===== src/rtl/parking_entry_arbiter_pkg.sv =====
// rtl/parking_entry_arbiter_pkg.sv - arbiter state encodings, lane indices and lane decode helper
package parking_arb_defs;

  typedef enum logic [2:0] {
    ARB_IDLE   = 3'd0,
    ARB_CLEAR  = 3'd1,
    ARB_SERVE  = 3'd2,
    ARB_DONE   = 3'd3,
    ARB_LOCKED = 3'd4
  } arb_state_e;

  localparam logic LANE0 = 1'b0;
  localparam logic LANE1 = 1'b1;

  function automatic logic [1:0] lane_onehot(input logic lane);
    return (lane == LANE1) ? 2'b10 : 2'b01;
  endfunction

endpackage


===== src/rtl/parking_entry_arbiter_occupancy.sv =====
// rtl/parking_entry_arbiter_occupancy.sv - saturating lot occupancy counter with full flag
module parking_occupancy_counter #(
  parameter int CAPACITY = 8,
  parameter int OCC_W    = 4
) (
  input  logic             clk,
  input  logic             rst_n,
  input  logic             inc,
  input  logic             dec,
  output logic [OCC_W-1:0] occupancy,
  output logic             lot_full
);

  localparam logic [OCC_W-1:0] CAP = OCC_W'(CAPACITY);

  logic [OCC_W-1:0] occ_q, occ_d;

  // A simultaneous entry and exit cancel out; each direction saturates on its own.
  always_comb begin
    occ_d = occ_q;
    if (inc && !dec) begin
      if (occ_q != CAP) occ_d = occ_q + 1'b1;
    end else if (dec && !inc) begin
      if (occ_q != '0) occ_d = occ_q - 1'b1;
    end
  end

  always_ff @(posedge clk or negedge rst_n) begin
    if (!rst_n) occ_q <= '0;
    else        occ_q <= occ_d;
  end

  assign occupancy = occ_q;
  assign lot_full  = (occ_q == CAP);

endmodule


===== src/rtl/parking_entry_arbiter.sv =====
// rtl/parking_entry_arbiter.sv - round-robin sharing of one gate controller between two entry lanes
module parking_entry_arbiter
  import parking_arb_defs::*;
#(
  parameter int CAPACITY = 8,
  parameter int OCC_W    = 4,
  parameter int TIMEOUT  = 200,
  parameter int TO_W     = 8
) (
  input  logic             clk,
  input  logic             rst_n,
  input  logic [1:0]       lane_arrival,
  input  logic [15:0]      lane_code0,
  input  logic [15:0]      lane_code1,
  input  logic [1:0]       lane_code_ack,
  input  logic             vehicle_left,
  input  logic             vehicle_exit,
  input  logic             admin_clear,
  input  logic             ctl_open_gate,
  input  logic             ctl_close_gate,
  input  logic             ctl_blocked_gate,
  output logic             ctl_rst,
  output logic             ctl_vehicle_arrival,
  output logic [15:0]      ctl_code,
  output logic             ctl_code_ack,
  output logic             ctl_vehicle_left,
  output logic [1:0]       grant,
  output logic             lot_full,
  output logic [OCC_W-1:0] occupancy,
  output logic             lane_timeout,
  output logic             locked
);

  arb_state_e      state_q, state_d;
  logic            lane_q, lane_d;
  logic            ptr_q, ptr_d;
  logic            opened_q, opened_d;
  logic            timeout_q, timeout_d;
  logic            ctl_rst_q, ctl_rst_d;
  logic            snap_arr_q, snap_arr_d;
  logic [15:0]     snap_code_q, snap_code_d;
  logic [TO_W-1:0] to_cnt_q, to_cnt_d;
  logic            occ_inc;
  logic            arr_g, ack_g;
  logic [15:0]     code_g;

  assign arr_g  = lane_arrival[lane_q];
  assign ack_g  = lane_code_ack[lane_q];
  assign code_g = (lane_q == LANE1) ? lane_code1 : lane_code0;

  always_comb begin
    state_d             = state_q;
    lane_d              = lane_q;
    ptr_d               = ptr_q;
    opened_d            = opened_q;
    timeout_d           = 1'b0;
    ctl_rst_d           = 1'b0;
    snap_arr_d          = snap_arr_q;
    snap_code_d         = snap_code_q;
    to_cnt_d            = to_cnt_q;
    occ_inc             = 1'b0;
    grant               = 2'b00;
    ctl_vehicle_arrival = 1'b0;
    ctl_code            = '0;
    ctl_code_ack        = 1'b0;
    ctl_vehicle_left    = 1'b0;
    locked              = 1'b0;
    unique case (state_q)
      ARB_IDLE: begin
        if (!lot_full && (lane_arrival != 2'b00)) begin
          lane_d    = lane_arrival[ptr_q] ? ptr_q : ~ptr_q;
          ctl_rst_d = 1'b1;
          state_d   = ARB_CLEAR;
        end
      end
      ARB_CLEAR: begin
        grant    = lane_onehot(lane_q);
        to_cnt_d = '0;
        opened_d = 1'b0;
        state_d  = ARB_SERVE;
      end
      ARB_SERVE: begin
        grant               = lane_onehot(lane_q);
        ctl_vehicle_arrival = arr_g;
        ctl_code            = code_g;
        ctl_code_ack        = ack_g;
        ctl_vehicle_left    = vehicle_left;
        snap_arr_d          = arr_g;
        snap_code_d         = code_g;
        to_cnt_d            = ack_g ? '0 : to_cnt_q + 1'b1;
        if (ctl_open_gate) opened_d = 1'b1;
        // An arrival that vanishes before the gate opened means the car backed out.
        if (ctl_close_gate) begin
          occ_inc   = 1'b1;
          ctl_rst_d = 1'b1;
          state_d   = ARB_DONE;
        end else if (ctl_blocked_gate) begin
          state_d = ARB_LOCKED;
        end else if ((to_cnt_q == TO_W'(TIMEOUT)) || (!arr_g && !opened_q && !ctl_open_gate)) begin
          timeout_d = 1'b1;
          ctl_rst_d = 1'b1;
          state_d   = ARB_DONE;
        end
      end
      ARB_DONE: begin
        ptr_d   = ~lane_q;
        state_d = ARB_IDLE;
      end
      ARB_LOCKED: begin
        grant               = lane_onehot(lane_q);
        ctl_vehicle_arrival = snap_arr_q;
        ctl_code            = snap_code_q;
        locked              = 1'b1;
        if (admin_clear) begin
          ctl_rst_d = 1'b1;
          state_d   = ARB_DONE;
        end
      end
      default: state_d = ARB_IDLE;
    endcase
  end

  always_ff @(posedge clk or negedge rst_n) begin
    if (!rst_n) begin
      state_q     <= ARB_IDLE;
      lane_q      <= LANE0;
      ptr_q       <= LANE0;
      opened_q    <= 1'b0;
      timeout_q   <= 1'b0;
      ctl_rst_q   <= 1'b1;
      snap_arr_q  <= 1'b0;
      snap_code_q <= '0;
      to_cnt_q    <= '0;
    end else begin
      state_q     <= state_d;
      lane_q      <= lane_d;
      ptr_q       <= ptr_d;
      opened_q    <= opened_d;
      timeout_q   <= timeout_d;
      ctl_rst_q   <= ctl_rst_d;
      snap_arr_q  <= snap_arr_d;
      snap_code_q <= snap_code_d;
      to_cnt_q    <= to_cnt_d;
    end
  end

  assign ctl_rst      = ctl_rst_q;
  assign lane_timeout = timeout_q;

  parking_occupancy_counter #(
    .CAPACITY (CAPACITY),
    .OCC_W    (OCC_W)
  ) u_occ (
    .clk       (clk),
    .rst_n     (rst_n),
    .inc       (occ_inc),
    .dec       (vehicle_exit),
    .occupancy (occupancy),
    .lot_full  (lot_full)
  );

endmodule


===== config.mk =====
export PLATFORM = sky130hd
export DESIGN_NAME = parking_entry_arbiter
export DESIGN_NICKNAME = d
export VERILOG_FILES = /design/src/rtl/parking_entry_arbiter_pkg.sv /design/src/rtl/parking_entry_arbiter_occupancy.sv /design/src/rtl/parking_entry_arbiter.sv
export SDC_FILE = /design/constraint.sdc
export NUM_CORES = 1
export LEC_CHECK = 0
export CELL_PAD_IN_SITES_DETAIL_PLACEMENT = 0
export CELL_PAD_IN_SITES_GLOBAL_PLACEMENT = 2
export CORE_UTILIZATION = 30
export DETAILED_ROUTE_END_ITERATION = 10
export MAX_ROUTING_LAYER = met4
export PLACE_DENSITY_LB_ADDON = 0.1
export SLEW_MARGIN = 0
export SYNTH_ARGS = -nofsm -noshare
export SYNTH_HDL_FRONTEND = slang
export SYNTH_SLANG_ARGS = --single-unit

===== constraint.sdc =====
create_clock -name clk -period 6.2 [get_ports clk]
set_input_delay 0.93 -clock clk [delete_from_list [all_inputs] [get_ports clk]]
set_output_delay 0.93 -clock clk [all_outputs]
set_load 0.01 [all_outputs]

# ---- Yosys cells after proc, flatten, opt, wreduce, memory -nomap -nowiden
# Index checks and enable logic that the tools add are counted.
dict set report word_totals {
  word_cells 91
  output_inout_bits 29
  register_bits 37
  input_bits 44
}
dict set report op_classes {
  n_mux 39
  reduce_logical 23
  order_cmp 2
  addsub 3
  n_eq_ne 12
  bitwise_logic 2
}
# operator n
set ops {}
lappend ops {{$pmux 16 s2} 1}
lappend ops {{$mux 1} 20}
lappend ops {{$mux 16} 1}
lappend ops {{$mux 4} 4}
lappend ops {{$pmux 8 s2} 1}
lappend ops {{$mux 3} 5}
lappend ops {{$pmux 3 s4} 1}
lappend ops {{$add 8x1->8 const B} 1}
lappend ops {{$eq 8x8->1 const B} 1}
lappend ops {{$mux 8} 1}
lappend ops {{$ne 2x2->1 const B} 4}
lappend ops {{$ne 4x4->1 const B} 2}
lappend ops {{$reduce_bool 2->1} 4}
lappend ops {{$eq 3x2->1 const B} 2}
lappend ops {{$logic_not 1->1} 6}
lappend ops {{$reduce_and 3->1} 2}
lappend ops {{$logic_and 1x1->1} 5}
lappend ops {{$add 4x1->4 const B} 1}
lappend ops {{$eq 4x4->1 const B} 1}
lappend ops {{$lt 1x2->1 const B} 2}
lappend ops {{$mux 2} 2}
lappend ops {{$pmux 1 s2} 2}
lappend ops {{$reduce_and 2->1} 2}
lappend ops {{$reduce_bool 4->1} 1}
lappend ops {{other kinds (8)} 9}

# ---- Longest topological paths before layout
dict set report logic_depth {
  word_depth 10
  ltp_mapped 8
  ltp_nobuf 7
}

# ---- Hierarchy
# A second synthesis with hierarchy kept.
dict set report unflattened {
  hier_cells 218
  hier_area_um2 2110.8
}
# module seq_area_each_um2 area_each_um2 instances cells_per_inst
set modules_own_cells {}
lappend modules_own_cells {parking_entry_arbiter 827.0 1839.3 1 191}
lappend modules_own_cells {parking_occupancy_counter 100.1 271.5 1 27}

# ---- Least setup slack after synthesis
# OpenSTA, ideal clock, no wires.
dict set report synth_timing {
  path_type {input to output}
  start {in lane_arrival[1]}
  end {out ctl_vehicle_arrival}
  path_slack_ns 3.750
  cell_stages 3
  arrival_time_ns 1.520
  required_time_ns 5.270
  path_buffers 0
  path_cell_list {mux2_2 -> and2_1 -> a21o_1}
}
dict set report synth_via {
  elab_chain_cells 3
}
# element line
set synth_rtl {}
lappend synth_rtl {{start, declared} parking_entry_arbiter.sv:12} ;# input logic [1:0] lane_arrival,
lappend synth_rtl {{$mux 1 (not written as such) (2 in a row)} parking_entry_arbiter.sv:47} ;# assign arr_g = lane_arrival[lane_q];
lappend synth_rtl {{$pmux 1 s2} parking_entry_arbiter.sv:68} ;# unique case (state_q)
lappend synth_rtl {{end, declared} parking_entry_arbiter.sv:23} ;# output logic ctl_vehicle_arrival,
# No other way between the ends. The select of a mux whose other input is x is not followed.

# ---- Final worst setup path
dict set report layout_timing {
  start {reg lane_q}
  end {out ctl_vehicle_arrival}
}
dict set report layout_via {
  elab_chain_cells 3
}
# element line
set layout_rtl {}
lappend layout_rtl {{start, declared} parking_entry_arbiter.sv:35} ;# logic lane_q, lane_d;
lappend layout_rtl {{start signal, assigned} parking_entry_arbiter.sv:136} ;# lane_q <= lane_d;
lappend layout_rtl {{$mux 1 (not written as such) (2 in a row)} parking_entry_arbiter.sv:47}
lappend layout_rtl {{$pmux 1 s2} parking_entry_arbiter.sv:68}
# No other way between the ends. The select of a mux whose other input is x is not followed.

==> flow_summary.json <==
{
  "status": "complete, no violations",
  "grt_pass1_vias": 1862,
  "fin_tns_setup_ns": 0,
  "seq_area_um2": 927,
  "top_layer": "met4",
  "yosys.area_share.simple": 0.175,
  "wl_per_cell_um": 14.3,
  "cts_tree": "done",
  "io_pins": 73,
  "dieHeight_um": 88.9,
  "synthToLayoutAreaGrowth_pct": 38.7,
  "timing.final.crit_period_ns": 3.59,
  "cts_buffers": 5,
  "synth_edf_count": 0,
  "wl_met3_um": 397,
  "ys.flop_type": "dfrtp_1",
  "synth_compound_area_frac": 0.224,
  "met1_length_um": 2770,
  "drv_slew": 0,
  "synth_top_family_by_area": "compound AO/OA/AOI/OAI gates",
  "cts_hold_buf": 0,
  "p_leak_nw": 1.47,
  "ys_warn_count": 0,
  "path_cells": "mux2_2 -> and2_1 -> a21o_1 -> clkdlybuf4s50_1",
  "drive_gt1_frac": 0.104,
  "cpPeakStageDelay_ns": 1.09,
  "synth_cell_types": 53,
  "cts_sinks": 37,
  "numPortBuffers": 72,
  "multi_input_area_mm2": 0.00123,
  "cts_root_buf": "clkbuf_8",
  "arrival_ns": 2.66,
  "grt_setup_unrepaired": "false",
  "cts_resized": 0,
  "max-slew-margin-rel": 0.245,
  "path_class": "reg2out",
  "worst_pin_slew_ns": 1.13,
  "path_buf_inv": 1,
  "start_kind": "register",
  "detail-route-antenna-nets": 0,
  "syn_nets": 269,
  "crit_family": "flip-flops",
  "syn_inst": 221,
  "track_usage": 0.160,
  "drtPass1Iterations": 4,
  "hold-worst-slack_ns": 0.482,
  "synth-seq-area-share": 0.409,
  "dp_hpwl_um": 3800,
  "fmax_mhz": 278,
  "cp-end-kind": "primary output",
  "ys_seq_elements": 37,
  "final-setup-viol-count": 0,
  "powerDensity_mw_per_mm2": 452,
  "die_area_mm2": 0.00790,
  "wl_met2_um": 2320,
  "async_flop_share": 1.00,
  "gp_congestion": 0.753,
  "clk_latency_ns": 0.29,
  "overflow": 0,
  "drcViolationCount": 0,
  "first_iter_violations": 64,
  "crit_fanout": 22,
  "htree_num_levels": 2,
  "cts_buffer_depth": 2,
  "finalHoldViolations": 0,
  "netlist_area_mm2": 0.00226,
  "nets": 335,
  "fin_crit_sh": 0.579,
  "skew_ns": 0.00581,
  "grt_pass1_wl_um": 9240,
  "die_x_um": 88.9,
  "coreArea_mm2": 0.00729,
  "postCtsSetupRepairBufs": 0,
  "peakVddDrop_uv": 135,
  "r2r_slack_ns": 3.74,
  "via_per_inst": 4.83,
  "wl_um": 5520,
  "synth_xor_area_frac": 0.0232,
  "grt_max_degree": 38,
  "antenna_found_initial": 0,
  "fill_cells": 760,
  "synth_mux_area_frac": 0.100,
  "row_count": 31,
  "clk_pin_slew_ns": 0.08,
  "cp_slowest_cell": "dfrtp_1",
  "holdCritPathClass": "reg2reg",
  "num_antenna_cells": 0,
  "worstPathRequired_ns": 5.27,
  "cap_viol_max_count": 0,
  "avgSynthCellArea_um2": 10.2,
  "start_util": 0.311,
  "synth_adder_area_share": 0.0221,
  "vias": 1870
}
cell families (layout without fill, tap and decap cells):
| family | Yosys count | count (layout) |
|---|---|---|
| flops | 37 | 37 |
| simple gates | 63 | 63 |
| compound gates | 71 | 71 |
| buf+inv | 18 | 85 |
| fa+ha+maj | 4 | 4 |
| xor+xnor | 6 | 6 |
| mux | 22 | 22 |
layout by cell type, fill, tap and decap left out, types with 6 or more instances in the layout:
| cell type | instances |
|---|---|
| dfrtp_1 | 36 |
| clkdlybuf4s50_1 | 71 |
| nor2_1 | 18 |
| nand2_1 | 10 |
| a21o_1 | 34 |
| o21ai_0 | 7 |
| o21ai_1 | 6 |
| clkbuf_8 | 6 |
| and2_1 | 6 |
| mux2i_1 | 17 |
power by group:
part,switching (W),total (W),leakage [nW],internal [W]
Combinational,0.000327,0.000731,0.952,0.000404
Clock,0.0000928,0.000224,0.0574,0.000131
Sequential,0.000126,0.000465,0.464,0.000340
worst paths after layout:
| path | start | to | depth (start not counted) |
|---|---|---|---|
| hold reg to reg | snap_code_q[14] | snap_code_q[14] | 1 |
| min in group asynchronous | rst_n | to_cnt_q[3] | 1 |
| setup / recovery | lane_q | ctl_vehicle_arrival | 4 |
| max in group asynchronous | rst_n | u_occ.occupancy[2] | 1 |
| setup reg to reg | state_q[1] | u_occ.occupancy[3] | 7 |
| hold / removal | snap_code_q[14] | snap_code_q[14] | 1 |
flip-flops by register name, indices dropped and copies added, names as in the netlist, 3 cells and up:
name and count:
to_cnt_q 8, state_q 3, u_occ.occupancy 4, snap_code_q 16
metrics by stage:
| stage | worst slack (ns) | area (um2) | instances | total power (W) | util |
|---|---|---|---|---|---|
| 6_report | 2.61 | 3140 | 387 | 0.00142 | 0.431 |
| 5_1_grt | 2.43 | 3140 | 387 | 0.00155 | 0.431 |
| 4_1_cts | 2.53 | 3140 | 387 | 0.00144 | 0.431 |
| 3_5_place_dp | 2.77 | 3020 | 379 | 0.00121 | 0.414 |
| 3_3_place_gp | 2.76 | 3020 | 379 | 0.00121 | 0.414 |
| 2_1_floorplan | 3.75 | 2260 | 221 | 0.000952 | - |
layout make-up:
cell class / instances / area share
clock buffer: 6 / 0.0263
timing repair buffer: 73 / 0.230
inverter: 4 / 0.00478
multi-input combinational: 166 / 0.392
tap: 99 / 0.0394
clock inverter: 2 / 0.0120
sequential: 37 / 0.295
worst reg2reg max path, cell delays in order (launching register included):
cell and delay, ns:
dfrtp_1 0.54, nor3b_2 0.51, nand2_1 0.21, ha_1 0.38, o21a_1 0.12, a211oi_1 0.29
a2bb2oi_1 0.23, nor3_2 0.06
layer usage:
layer	vias to the layer above	GRT usage
met3	2	0.0513
met2	61	0.229
met5	-	-
met1	881	0.218
li1	926	-
met4	0	0.0396
synth_stat cells, types with 2 or more instances:
library cell  number  area, um2
a21o_1            34        255
a21oi_1            5       25.0
a22o_1             4       35.0
a31oi_1            2       12.5
and2_1             6       37.5
and3_1             2       12.5
buf_2              4       20.0
buf_6              4       45.0
clkbuf_1           4       15.0
dfrtp_1           36        901
ha_1               4       50.1
inv_1              3       11.3
mux2_2             4       45.0
mux2i_1           17        170
nand2_1           10       37.5
nand2b_1           3       18.8
nand3_1            4       20.0
nor2_1            18       67.6
nor2b_1            2       12.5
nor3_2             5       50.1
o21a_1             2       15.0
o21ai_0            7       35.0
o21ai_1            6       30.0
o32ai_1            2       17.5
xnor2_1            4       35.0
xor2_1             2       17.5
Note: power is estimated with default switching activity, not from simulation.
==> RTL edit 1, RTL diff (same flow settings) <==
`TO_W`: 8 -> 10.
--- a/src/rtl/parking_entry_arbiter.sv
+++ b/src/rtl/parking_entry_arbiter.sv
@@ -5,7 +5,7 @@
   parameter int CAPACITY = 8,
   parameter int OCC_W    = 4,
   parameter int TIMEOUT  = 200,
-  parameter int TO_W     = 8
+  parameter int TO_W     = 10
 ) (
   input  logic             clk,
   input  logic             rst_n,
Formal check against the unedited RTL: same outputs for any inputs over 10 cycles, from zero or initial values and one cycle with rst_n low; that may be too few to reach the edited logic, so the function may still have changed.
==> RTL edit 1 against the unedited design <==
Die area rose by 3.1%. Wire length rose by 5.2%. Via count rose by 7.0%. Setup slack improved by 91 ps. Total power fell by 6.0%. Sequential cell count rose by 2. Largest power group unchanged. Register-to-register slack improved by 120 ps. Critical endpoint unchanged. Area after synthesis rose by 3.1%. Final area rose by 1.6%.
==> RTL edit 1: results (changes against the unedited design) <==
{| class="wikitable"
! Metric !! Value
|-
| Outcome || completed (unchanged)
|-
| Number of violations reported at the end of detailed-routing iteration 0 || 30 (was 64)
|-
| Post-synthesis share of cell area spent on full adders, half adders and majority gates || 0.0300 (was 0.0221)
|-
| Worst r2r dst || ctl_rst (was u_occ.occupancy[3])
|-
| Synth warn || 0 (unchanged)
|-
| Number of cells after detailed placement || 402 (was 379)
|-
| Cell Area, Placed || 0.00310 mm² (was 0.00302 mm²)
|-
| Launch instance of the worst register-to-register path || lane_q (was state_q[1])
|-
| Overall routed net length || 5800 µm (was 5520 µm)
|-
| Tcrit/Tclk final || 0.565 (was 0.579)
|-
| Number of distinct library cells after synthesis || 48 (was 53)
|-
| Cts bufs inserted || 5 (unchanged)
|-
| Part of the Yosys area used for sequential elements || 0.418 (was 0.409)
|-
| Top cells by instance count after synthesis || dfrtp_1 (38), a21o_1 (36), nor2_1 (24), mux2i_1 (18), o21ai_0 (13) (was dfrtp_1 (36), a21o_1 (34), nor2_1 (18), mux2i_1 (17), nand2_1 (10))
|-
| Leakage Power || 0.00155 µW (was 0.00147 µW)
|-
| Layout cell share with drive strength beyond 1 || 0.0452 (was 0.104)
|-
| Number of standard cells in the layout, taps in and fillers out || 409 (was 387)
|-
| First-pass GRT wire length || 9870 µm (was 9240 µm)
|-
| Crit path arrival time || 2570 ps (was 2660 ps)
|-
| Synthesized instance count || 244 (was 221)
|-
| Number of cells on the worst reg-to-reg path || 4 (was 7)
|-
| Total routing usage reported by global routing || 0.156 (was 0.160)
|-
| Net Sw Power || 520 µW (was 545 µW)
|-
| Hold path cells || 1 (unchanged)
|-
| Weighted congestion reported at the end of routability-driven placement || 0.709 (was 0.753)
|-
| Average vias per placed instance || 4.89 (was 4.83)
|-
| Max IR drop VDD || 0.000193 V (was 0.000135 V)
|-
| Antenna violations before repair || 0 (unchanged)
|-
| Length of the first detailed-routing pass in iterations || 4 (unchanged)
|-
| Proportion of register bits with asynchronous set or reset after synthesis || 1.00 (unchanged)
|-
| Worst slew pin tran || 1110 ps (was 1130 ps)
|-
| Placement-stage worst setup slack || 2790 ps (was 2770 ps)
|-
| Leading post-synthesis cells by cell area || dfrtp_1 (41%), a21o_1 (12%), mux2i_1 (7.7%), nor2_1 (3.9%), o21ai_0 (2.8%) (was dfrtp_1 (40%), a21o_1 (11%), mux2i_1 (7.5%), nor2_1 (3.0%), ha_1 (2.2%))
|-
| Number of global-route vias before repair || 1976 (was 1862)
|-
| Flop-to-flop setup slack || 3860 ps (was 3740 ps)
|-
| Worst-case clock skew || 6.59 ps (was 5.81 ps)
|-
| Mux cell area share after synthesis || 0.0916 (was 0.100)
|-
| Compound-Gate Fraction of Synth Area || 0.229 (was 0.224)
|-
| Xor/xnor cell area share of the yosys netlist || 0.0187 (was 0.0232)
|}
[RTL edit 1: cell count changes in the layout (fill, tap and decap cells not counted), moves of 5 or more]
cell and change:
nor3_2 -5, o21ai_0 +6, inv_1 +6, nor2_1 +6, o21ai_1 -6, and2_1 -5
[RTL edit 1: power groups by stage]
stage | logic, µW | registers (µW) | clock network [µW]
2_1_floorplan | 501 | 417 | 0
3_3_place_gp | 696 | 478 | 0
3_5_place_dp | 702 | 476 | 0
4_1_cts | 704 | 472 | 184
5_1_grt | 771 | 491 | 195
6_report | 688 | 470 | 177
[RTL edit 1: how the worst min path moves through the flow]
stage / slack [ps] / from / end
final: 480 / snap_code_q[1] / snap_code_q[1]
after global routing: 500 / snap_code_q[4] / snap_code_q[4]
after CTS: 480 / snap_code_q[2] / snap_code_q[2]
after detailed placement: 470 / snap_code_q[2] / snap_code_q[2]
after global placement: 460 / snap_code_q[1] / snap_code_q[1]
after floorplan: 450 / snap_code_q[0] / snap_code_q[0]
[RTL edit 1: routing by layer]
metal	global-route usage	vias to the layer above	part of all wire
met5	-	-	0
met4	0.0484	0	0.012
met3	0.0305	7	0.035
met2	0.253	42	0.48
met1	0.197	939	0.47
li1	-	1013	-
[RTL edit 1: worst max-delay path: cells and delay by family, from the launching register on]
family | cells | cell delay, ps
AND/OR/NAND/NOR | 1 | 150
AO/OA/AOI/OAI | 1 | 170
multiplexers | 1 | 410
flip-flops | 1 | 1080
buffers and inverters | 1 | 470
[RTL edit 1: cell type report]
cell class	instances	area (µm²)
Clock inverter	1	5.00
Multi-Input combinational cell	180	1230
Inverter	10	37.5
Clock buffer	6	82.6
Tap cell	99	124
Fill cell	722	4220
Timing Repair Buffer	74	731
Sequential cell	39	977
==> RTL edit 2, RTL diff (config.mk and constraints unchanged) <==
Without the edit above. Encoding of `arb_state_e`: now Gray code (3 bits for 5 states).
--- a/src/rtl/parking_entry_arbiter_pkg.sv
+++ b/src/rtl/parking_entry_arbiter_pkg.sv
@@ -2,11 +2,11 @@
 package parking_arb_defs;
 
   typedef enum logic [2:0] {
-    ARB_IDLE   = 3'd0,
-    ARB_CLEAR  = 3'd1,
-    ARB_SERVE  = 3'd2,
-    ARB_DONE   = 3'd3,
-    ARB_LOCKED = 3'd4
+    ARB_IDLE   = 3'b000,
+    ARB_CLEAR  = 3'b001,
+    ARB_SERVE  = 3'b011,
+    ARB_DONE   = 3'b010,
+    ARB_LOCKED = 3'b110
   } arb_state_e;
 
   localparam logic LANE0 = 1'b0;
Function: no difference found for any inputs over 10 cycles, from zero or initial values and one cycle with rst_n low; not proved beyond that.
==> RTL edit 2 against the unedited design <==
Total power fell by 12%. Non-clock buffer count rose by 1. Sequential cell count did not move. Global-route usage fell by 0.38 points. Via count fell by 2.5%. Sequential power fell by 8.8%. Area after synthesis fell by 4.4%. Final area fell by 3.2%. First-iteration DRC count fell by 27%. Setup slack improved by 160 ps. Synthesized cell count fell by 1.8%. Wire length fell by 4.9%. Combinational power fell by 11%. Largest cell class unchanged.
==> RTL edit 2: results (changes against the unedited design) <==
{| class="wikitable"
! Metric !! Value
|-
| Synth-to-Final Area Change || 40.4% (was 38.7%)
|-
| Share of final layout cell area taken by non-clock buffers || 0.240 (was 0.230)
|-
| Layout cell share with drive strength beyond 1 || 0.0732 (was 0.104)
|-
| Share of total power in sequential cells || 0.339 (was 0.328)
|-
| Net Sw Power || 469 µW (was 545 µW)
|-
| Post-detail-place hpwl || 3750 µm (was 3800 µm)
|-
| First-pass GRT wire length || 8740 µm (was 9240 µm)
|-
| Synth Net Count || 265 (was 269)
|-
| Average vias per placed instance || 4.76 (was 4.83)
|-
| Critical path startpoint || lane_arrival[1] (was lane_q)
|-
| Count of inverters other than clock inverters in the layout || 7 (was 4)
|-
| Highest cell delay on the worst timing path || 490 ps (was 1090 ps)
|-
| Number of distinct library cells after synthesis || 49 (was 53)
|-
| Worst min-delay path startpoint || snap_code_q[0] (was snap_code_q[14])
|-
| Max IR drop VDD || 0.000124 V (was 0.000135 V)
|-
| Kind of cell adding the most delay to the critical path || buffers and inverters (was flip-flops)
|-
| Total of clock buffers placed in the layout || 8 (was 6)
|-
| Total area of multi-input combinational cells || 0.00114 mm² (was 0.00123 mm²)
|-
| Part of the Yosys area used for sequential elements || 0.428 (was 0.409)
|-
| Number of cells on the worst reg-to-reg path || 8 (was 7)
|-
| Outcome || completed (unchanged)
|-
| Hold path cells || 1 (unchanged)
|-
| Detail-routed net length per standard cell || 13.7 µm (was 14.3 µm)
|-
| Number of cells after detailed placement || 375 (was 379)
|-
| Max stage delay cell, worst path || clkdlybuf4s50_1 (was dfrtp_1)
|-
| Worst slack on hold paths || 479 ps (was 482 ps)
|-
| Leakage Power || 0.00150 µW (was 0.00147 µW)
|-
| Cell-internal power || 781 µW (was 875 µW)
|-
| Total routing usage reported by global routing || 0.156 (was 0.160)
|-
| Final critical-path setup slack || 2770 ps (was 2610 ps)
|-
| Count of plain and timing-repair buffers || 74 (was 73)
|-
| Number of standard cells in the layout, taps in and fillers out || 383 (was 387)
|-
| Largest net degree at the start of global routing || 40 (was 38)
|-
| Number of violations reported at the end of detailed-routing iteration 0 || 47 (was 64)
|-
| Number of global-route vias before repair || 1791 (was 1862)
|-
| Clock group || 174 µW (was 224 µW)
|-
| Crit path arrival time || 2500 ps (was 2660 ps)
|-
| Worst r2r dst || u_occ.occupancy[2] (was u_occ.occupancy[3])
|-
| Register fraction of the total cell area || 0.305 (was 0.295)
|-
| Cell Area, Placed || 0.00295 mm² (was 0.00302 mm²)
|-
| Leading post-synthesis cells by cell area || dfrtp_1 (42%), a21o_1 (14%), mux2i_1 (7.9%), nor2_1 (4.2%), o21ai_0 (2.8%) (was dfrtp_1 (40%), a21o_1 (11%), mux2i_1 (7.5%), nor2_1 (3.0%), ha_1 (2.2%))
|-
| Number of combinational gates with multiple inputs || 161 (was 166)
|-
| Crit Path Max Fanout || 3 (was 22)
|-
| Length of the first detailed-routing pass in iterations || 6 (was 4)
|-
| Layout clock area frac || 0.0296 (was 0.0382)
|-
| Launch instance of the worst register-to-register path || state_q[2] (was state_q[1])
|}
-- RTL edit 2: changes by cell type after synthesis, sizes merged, moves of 3 or more --
| cell | before | now |
|---|---|---|
| inv | 3 | 7 |
| nor2 | 19 | 24 |
| a22o | 4 | 0 |
| and2 | 6 | 3 |
| a21o | 34 | 39 |
-- RTL edit 2: per-layer routing --
metal | track usage | part of all wire | wire length [µm] | vias to the layer above
met5 | - | 0 | 0 | -
met2 | 0.248 | 0.46 | 2390 | 54
li1 | - | - | - | 915
met1 | 0.195 | 0.48 | 2520 | 849
met4 | 0.0500 | 0.010 | 55 | 0
met3 | 0.0408 | 0.052 | 275 | 5
-- RTL edit 2: kinds of logic after synthesis --
logic type | count (synthesis) | share of synthesized area
compound gates | 66 | 0.219
simple gates | 65 | 0.164
flops | 37 | 0.428
mux | 21 | 0.103
buf+inv | 19 | 0.0428
xor+xnor | 5 | 0.0202
fa+ha+maj | 4 | 0.0231
